[config.mk]
export PLATFORM = sky130hd
export DESIGN_NAME = data_offload_ramp_src
export DESIGN_NICKNAME = d
export VERILOG_FILES = /design/src/rtl/data_offload_src_pkg.sv /design/src/rtl/ramp_lane_gen.sv /design/src/rtl/data_offload_ramp_src.sv
export SDC_FILE = /design/constraint.sdc
export NUM_CORES = 1
export LEC_CHECK = 0
export BUFFER_PORTS_ARGS = -buffer_cell sky130_fd_sc_hd__buf_2
export CAP_MARGIN = 40
export CORE_AREA = 2 2 105 107
export CTS_CLUSTER_DIAMETER = 60
export DETAILED_ROUTE_END_ITERATION = 16
export DIE_AREA = 0 0 107 109
export PLACE_DENSITY = 0.82
export SYNTH_ARGS = -nofsm -noshare
export SYNTH_HDL_FRONTEND = slang
export SYNTH_SLANG_ARGS = --single-unit
export TNS_END_PERCENT = 50
[constraint.sdc]
create_clock -name clk -period 2.8 [get_ports clk]
set_clock_uncertainty 0.05 [all_clocks]
set_input_delay 0 -clock clk [delete_from_list [all_inputs] [get_ports clk]]
set_output_delay 0 -clock clk [all_outputs]
set_load 0.01 [all_outputs]
[src/rtl/data_offload_src_pkg.sv]
// Shared types and constants for the data offload ramp source.
`default_nettype none

package data_offload_src_pkg;

  localparam int LANE_WIDTH = 16;

  typedef enum logic [2:0] {
    ST_IDLE      = 3'd0,
    ST_WAIT_SYNC = 3'd1,
    ST_RUN       = 3'd2,
    ST_GAP       = 3'd3,
    ST_DONE      = 3'd4
  } state_e;

endpackage

`default_nettype wire

[src/rtl/ramp_lane_gen.sv]
// Expands a 16-bit ramp base into a vector of consecutive 16-bit lanes.
`default_nettype none

module ramp_lane_gen
  import data_offload_src_pkg::*;
#(
  parameter int DATA_WIDTH = 64
) (
  input  logic [LANE_WIDTH-1:0] base_i,
  output logic [DATA_WIDTH-1:0] data_o
);

  localparam int LANES = DATA_WIDTH / LANE_WIDTH;

  genvar i;
  generate
    for (i = 0; i < LANES; i++) begin : g_lane
      // Modular add gives the silent 0xFFFF -> 0x0000 wrap.
      assign data_o[i*LANE_WIDTH +: LANE_WIDTH] = base_i + LANE_WIDTH'(i);
    end
  endgenerate

endmodule

`default_nettype wire

[src/rtl/data_offload_ramp_src.sv]
// AXI4-Stream ramp traffic source framed into packets, with sync gating,
// oneshot/cyclic sessions and programmable valid gaps.
`default_nettype none

module data_offload_ramp_src
  import data_offload_src_pkg::*;
#(
  parameter int DATA_WIDTH   = 64,
  parameter int LENGTH_WIDTH = 16
) (
  input  logic                    clk,
  input  logic                    reset,
  input  logic                    enable,
  input  logic                    oneshot,
  input  logic                    sync_mode,
  input  logic                    sync_ext,
  input  logic [LENGTH_WIDTH-1:0] transfer_length,
  input  logic                    tlast_en,
  input  logic [3:0]              valid_gap,
  output logic                    m_axis_valid,
  input  logic                    m_axis_ready,
  output logic [DATA_WIDTH-1:0]   m_axis_data,
  output logic                    m_axis_last,
  output logic                    busy,
  output logic [31:0]             packet_count
);

  localparam logic [LANE_WIDTH-1:0] BASE_STEP = LANE_WIDTH'(DATA_WIDTH / LANE_WIDTH);

  state_e                  state_q, state_d;
  logic [LANE_WIDTH-1:0]   base_q, base_d;
  logic [LENGTH_WIDTH-1:0] beat_q, beat_d;
  logic [LENGTH_WIDTH-1:0] len_q, len_d;
  logic                    tlast_q, tlast_d;
  logic [3:0]              gap_q, gap_d;
  logic [3:0]              gap_cnt_q, gap_cnt_d;
  logic [31:0]             pkt_cnt_q, pkt_cnt_d;

  logic                    w_run;
  logic                    w_accept;
  logic                    w_pkt_end;
  logic                    w_latch;
  logic [DATA_WIDTH-1:0]   w_lanes;

  assign w_run     = (state_q == ST_RUN);
  assign w_accept  = w_run & m_axis_ready;
  assign w_pkt_end = w_accept & (beat_q == len_q);

  always_comb begin
    state_d   = state_q;
    base_d    = base_q;
    beat_d    = beat_q;
    len_d     = len_q;
    tlast_d   = tlast_q;
    gap_d     = gap_q;
    gap_cnt_d = gap_cnt_q;
    pkt_cnt_d = pkt_cnt_q;
    w_latch   = 1'b0;

    case (state_q)
      ST_IDLE: begin
        if (enable) begin
          base_d  = '0;
          beat_d  = '0;
          w_latch = 1'b1;
          state_d = sync_mode ? ST_WAIT_SYNC : ST_RUN;
        end
      end
      ST_WAIT_SYNC: begin
        if (!enable) begin
          state_d = ST_IDLE;
        end else if (sync_ext) begin
          w_latch = 1'b1;
          state_d = ST_RUN;
        end
      end
      ST_RUN: begin
        if (w_accept) begin
          base_d    = base_q + BASE_STEP;
          gap_cnt_d = gap_q;
          if (w_pkt_end) begin
            pkt_cnt_d = pkt_cnt_q + 32'd1;
            beat_d    = '0;
            if (oneshot) begin
              state_d = ST_DONE;
            end else if (!enable) begin
              state_d = ST_IDLE;
            end else begin
              // Gap after the final beat still uses the finishing packet's
              // setting; the counter was loaded above before the re-latch.
              w_latch = 1'b1;
              state_d = (gap_q != 4'd0) ? ST_GAP : ST_RUN;
            end
          end else begin
            beat_d  = beat_q + LENGTH_WIDTH'(1);
            state_d = (gap_q != 4'd0) ? ST_GAP : ST_RUN;
          end
        end
      end
      ST_GAP: begin
        if (gap_cnt_q <= 4'd1) begin
          state_d = ST_RUN;
        end else begin
          gap_cnt_d = gap_cnt_q - 4'd1;
        end
      end
      ST_DONE: begin
        if (!enable) begin
          state_d = ST_IDLE;
        end
      end
      default: state_d = ST_IDLE;
    endcase

    if (w_latch) begin
      len_d   = transfer_length;
      tlast_d = tlast_en;
      gap_d   = valid_gap;
    end
  end

  always_ff @(posedge clk) begin
    if (reset) begin
      state_q   <= ST_IDLE;
      base_q    <= '0;
      beat_q    <= '0;
      len_q     <= '0;
      tlast_q   <= 1'b0;
      gap_q     <= '0;
      gap_cnt_q <= '0;
      pkt_cnt_q <= '0;
    end else begin
      state_q   <= state_d;
      base_q    <= base_d;
      beat_q    <= beat_d;
      len_q     <= len_d;
      tlast_q   <= tlast_d;
      gap_q     <= gap_d;
      gap_cnt_q <= gap_cnt_d;
      pkt_cnt_q <= pkt_cnt_d;
    end
  end

  ramp_lane_gen #(
    .DATA_WIDTH(DATA_WIDTH)
  ) u_lane_gen (
    .base_i(base_q),
    .data_o(w_lanes)
  );

  assign m_axis_valid = w_run;
  assign m_axis_data  = w_run ? w_lanes : '0;
  assign m_axis_last  = w_run & tlast_q & (beat_q == len_q);
  assign busy         = (state_q != ST_IDLE);
  assign packet_count = pkt_cnt_q;

endmodule

`default_nettype wire

==> impl_metrics.csv <==
group,metric,value,unit
drt,firstDrtPassIters,5,
grt,antenna_found_initial,0,
synth,synth_top_cells_by_area,"dfxtp_1 (37%), nor2_1 (7.7%), and2_1 (5.4%)",
sta,finalHoldViolations,0,
pwr,peakVddDrop,0.254,mV
placement,hpwlAfterDp,8.11,mm
sta,min_period,2.63,ns
grt,grt_max_degree,56,
sta,setup_viol,0,
critical_path,cp_max_fo,22,
sta,fmax,380,MHz
critical_path,critPathCaptureType,"register",
placement,place.gp.congestion,0.848,
cells_and_area,drive_above_1_share,0.249,
sta,slew_headroom,0.559,
pwr,p_int,0.00208,W
synth,async_flop_share,0,
cells_and_area,fillCellCount,941,
clock_tree,clkLatencyLatePin,0.37,ns
drt,ant_nets,0,
cells_and_area,multi_input_area,2740,sq um
synth,ys_types,52,
die,die_x,107,um
critical_path,critPathMaxStageDelay,0.56,ns
die,pin_count,127,
clock_tree,clk_pin_slew,0.09,ns
die,die_y,109,um
placement,dpl_cell_area,5450,sq um
pwr,combPwrFrac,0.165,
pwr,seqPwrFrac,0.480,
critical_path,crit_type,"reg2reg",
cells_and_area,nNetsFinal,751,
pwr,power.clock.fraction,0.355,
synth,synth-seq-area-share,0.368,
synth,synth_top_flop_cell,"dfxtp_1",
pwr,p_sw,0.000763,W
critical_path,r2r-end,"gap_q[2]$_SDFFE_PP0P_",
synth,postSynthCellCount,590,
grt,grt_remaining_overflow,0,
critical_path,critPathArrivalTime,2.84,ns
sta,tightest_slew,0.662,ns
clock_tree,cts_tree,"done",
synth,yosysTopAreaCellShare,0.368,
sta,whs,0.0162,ns
die,core_area,10600,sq um
critical_path,rrSetupSlack,0.17,ns
cells_and_area,regArea,1810,sq um
critical_path,r2r-start,"beat_q[9]$_SDFFE_PP0P_",
critical_path,path_depth,9,
drt,finalWirelength,11.9,mm
synth,synth_edf_count,0,
pwr,cellLeakagePower,2.69,nW
critical_path,crit_required,3.01,ns
grt,grt_first_pass_wirelength,19.0,mm
pwr,power.share.switching,0.268,
synth,synth_seq_cells,90,
drt,vias,4390,
clock_tree,clk_path_buf_depth,2,
critical_path,cp-endpoint,"gap_q[2]$_SDFFE_PP0P_",
die,dieArea,11700,sq um
critical_path,crit_chain,"xor2_1 > nor4_2 > nand4_2 > buf_6 > o21ai_2 > buf_4 > mux2i_1 > nor2_1 > dlygate4sd3_1",
grt,grt_pass1_vias,3974,
drt,drtIter0Drc,343,
grt,gr-usage-all-layers,0.203,
critical_path,crit_buf_inv,3,
cells_and_area,instances_no_fill,863,
cells_and_area,antenna_cells,0,
drt,drc,0,
synth,ys_top_cells_by_count,"nor2_1 (101), dfxtp_1 (90), and2_1 (42)",
sta,min_period_over_period,0.940,
synth,synth_area,4900,sq um
die,initial_core_util,0.462,
outcome,status,"complete, no violations",
critical_path,reg2reg_depth,9,
synth,synth.avg_cell_area,8.30,sq um
clock_tree,cts_made_buffers,9,
sta,tns,0,ns
placement,dp.cells,811,
synth,synth_top_area_cell,"dfxtp_1",
synth,ys_warn_count,0,
clock_tree,numClockSinks,90,
clock_tree,root_buffer,"clkbuf_8",
drt,wire_per_inst,13.8,um
placement,io_buffers,122,
drt,viasPerCell,5.09,
critical_path,start_kind,"register",
sta,slew_viol_final,0,
cells_and_area,syn2layout_area_growth,24.0,%
hold_path,min_path_type,"in2reg",
clock_tree,h-tree-depth,3,
critical_path,crit_family,"buffers and inverters",
die,fp-row-count,38,
critical_path,crit_slowest_cell,"dlygate4sd3_1",
critical_path,crit_start,"beat_q[9]$_SDFFE_PP0P_",
flow_run,drv_cap,0,
pwr,p_per_area,468,nW/um^2
cells_and_area,design_area,6070,sq um
synth,post-synth-top-count-cell,"nor2_1",
per-layer routing:
metal  global-route usage  routed length (um)
met1                0.263                5570
met3               0.0335                 475
met5                    0                   0
met4               0.0668                 191
met2                0.344                5670
worst reg2reg max path, stage by stage, from the launching register on:
cell and delay, ns:
dfxtp_2 0.35, xor2_1 0.17, nor4_2 0.35, nand4_2 0.14
buf_6 0.21, o21ai_2 0.22, buf_4 0.21, mux2i_1 0.22
nor2_1 0.05, dlygate4sd3_1 0.56
flip-flops by register name, summed over array words and instances, names as in the netlist:
signal and cells:
packet_count 32, beat_q 16, gap_q 4, len_q 16, gap_cnt_q 4, tlast_q 1
base_q 14, state_q 3
timing repair:
action | 4_1_cts | 5_1_grt
hold endpoints to repair | 26 | 0
hold buffers | 34 | 0
setup endpoints to repair | 0 | 9
setup buffers | 0 | 2
gates resized for setup | 0 | 11
power by group through the flow:
stage / Clock, W / Sequential [W] / Combinational, W
after global placement: 0 / 0.00139 / 0.000392
after CTS: 0.00102 / 0.00136 / 0.000443
final: 0.00101 / 0.00136 / 0.000469
after global routing: 0.00108 / 0.00137 / 0.000515
after floorplan: 0 / 0.00137 / 0.000314
after detailed placement: 0 / 0.00139 / 0.000397
per-stage QoR:
stage | utilization | total power, W | setup slack [ns]
2_1_floorplan | - | 0.00169 | 0.563
3_3_place_gp | 0.514 | 0.00178 | 0.426
3_5_place_dp | 0.514 | 0.00179 | 0.386
4_1_cts | 0.568 | 0.00283 | 0.0222
5_1_grt | 0.573 | 0.00296 | -0.0128
6_report | 0.573 | 0.00284 | 0.168
cell type report:
type | count | share of cell area
multi-input combinational | 432 | 0.451
sequential | 90 | 0.298
timing repair buffer | 168 | 0.174
tap | 140 | 0.0288
clock buffer | 12 | 0.0255
clock inverter | 4 | 0.0122
inverter | 17 | 0.0105
kinds of logic (layout without fill, tap and decap cells):
group                      after synthesis  count (layout)  share of synthesized area
AOI/OAI and AO/OA                       46              46                     0.0582
xor gates and xnor gates                55              55                     0.0983
adders and majority gates                5               5                     0.0128
buffers and inverters                   71             201                     0.0784
DFF                                     90              90                      0.368
muxes                                   31              31                     0.0659
other                                    1               4                   0.000766
and+or+nand+nor                        291             291                      0.318
placed cells by master (no fill, tap or decap), types with 3 or more instances in the layout:
cell type and instances:
nor4_1 7, o41ai_1 3, or4_1 4, mux2i_1 21, buf_4 10, dfxtp_1 85
nor3_1 16, dfxtp_2 5, nor3b_1 5, xnor2_1 29, nand2b_1 4, o22ai_1 3
and3_1 7, o21ai_0 10, clkbuf_8 11, a22oi_1 3, or3_1 6, mux2_2 9
inv_1 17, and2_1 42, dlygate4sd3_1 34, a21o_1 3, nand2_1 34, nor4_2 8
xor2_1 26, a21oi_1 14, nor2_1 101, conb_1 4, ha_1 5, nand3_1 15
nand4_1 14, nor2b_1 10, buf_2 122
worst min path at each step:
stage / from / to / slack [ns] / depth (start not counted)
after floorplan: oneshot / state_q[2]$_SDFFE_PP0P_ / 0.09 / 2
after global placement: transfer_length[2] / len_q[2]$_SDFFE_PP0P_ / 0.19 / 3
after detailed placement: transfer_length[12] / len_q[12]$_SDFFE_PP0P_ / 0.19 / 3
after CTS: m_axis_ready / state_q[1]$_SDFFE_PP0P_ / 0.002 / 4
after global routing: m_axis_ready / state_q[1]$_SDFFE_PP0P_ / 0.04 / 4
final: m_axis_ready / state_q[1]$_SDFFE_PP0P_ / 0.02 / 4
(Power assumes the default switching activity.)
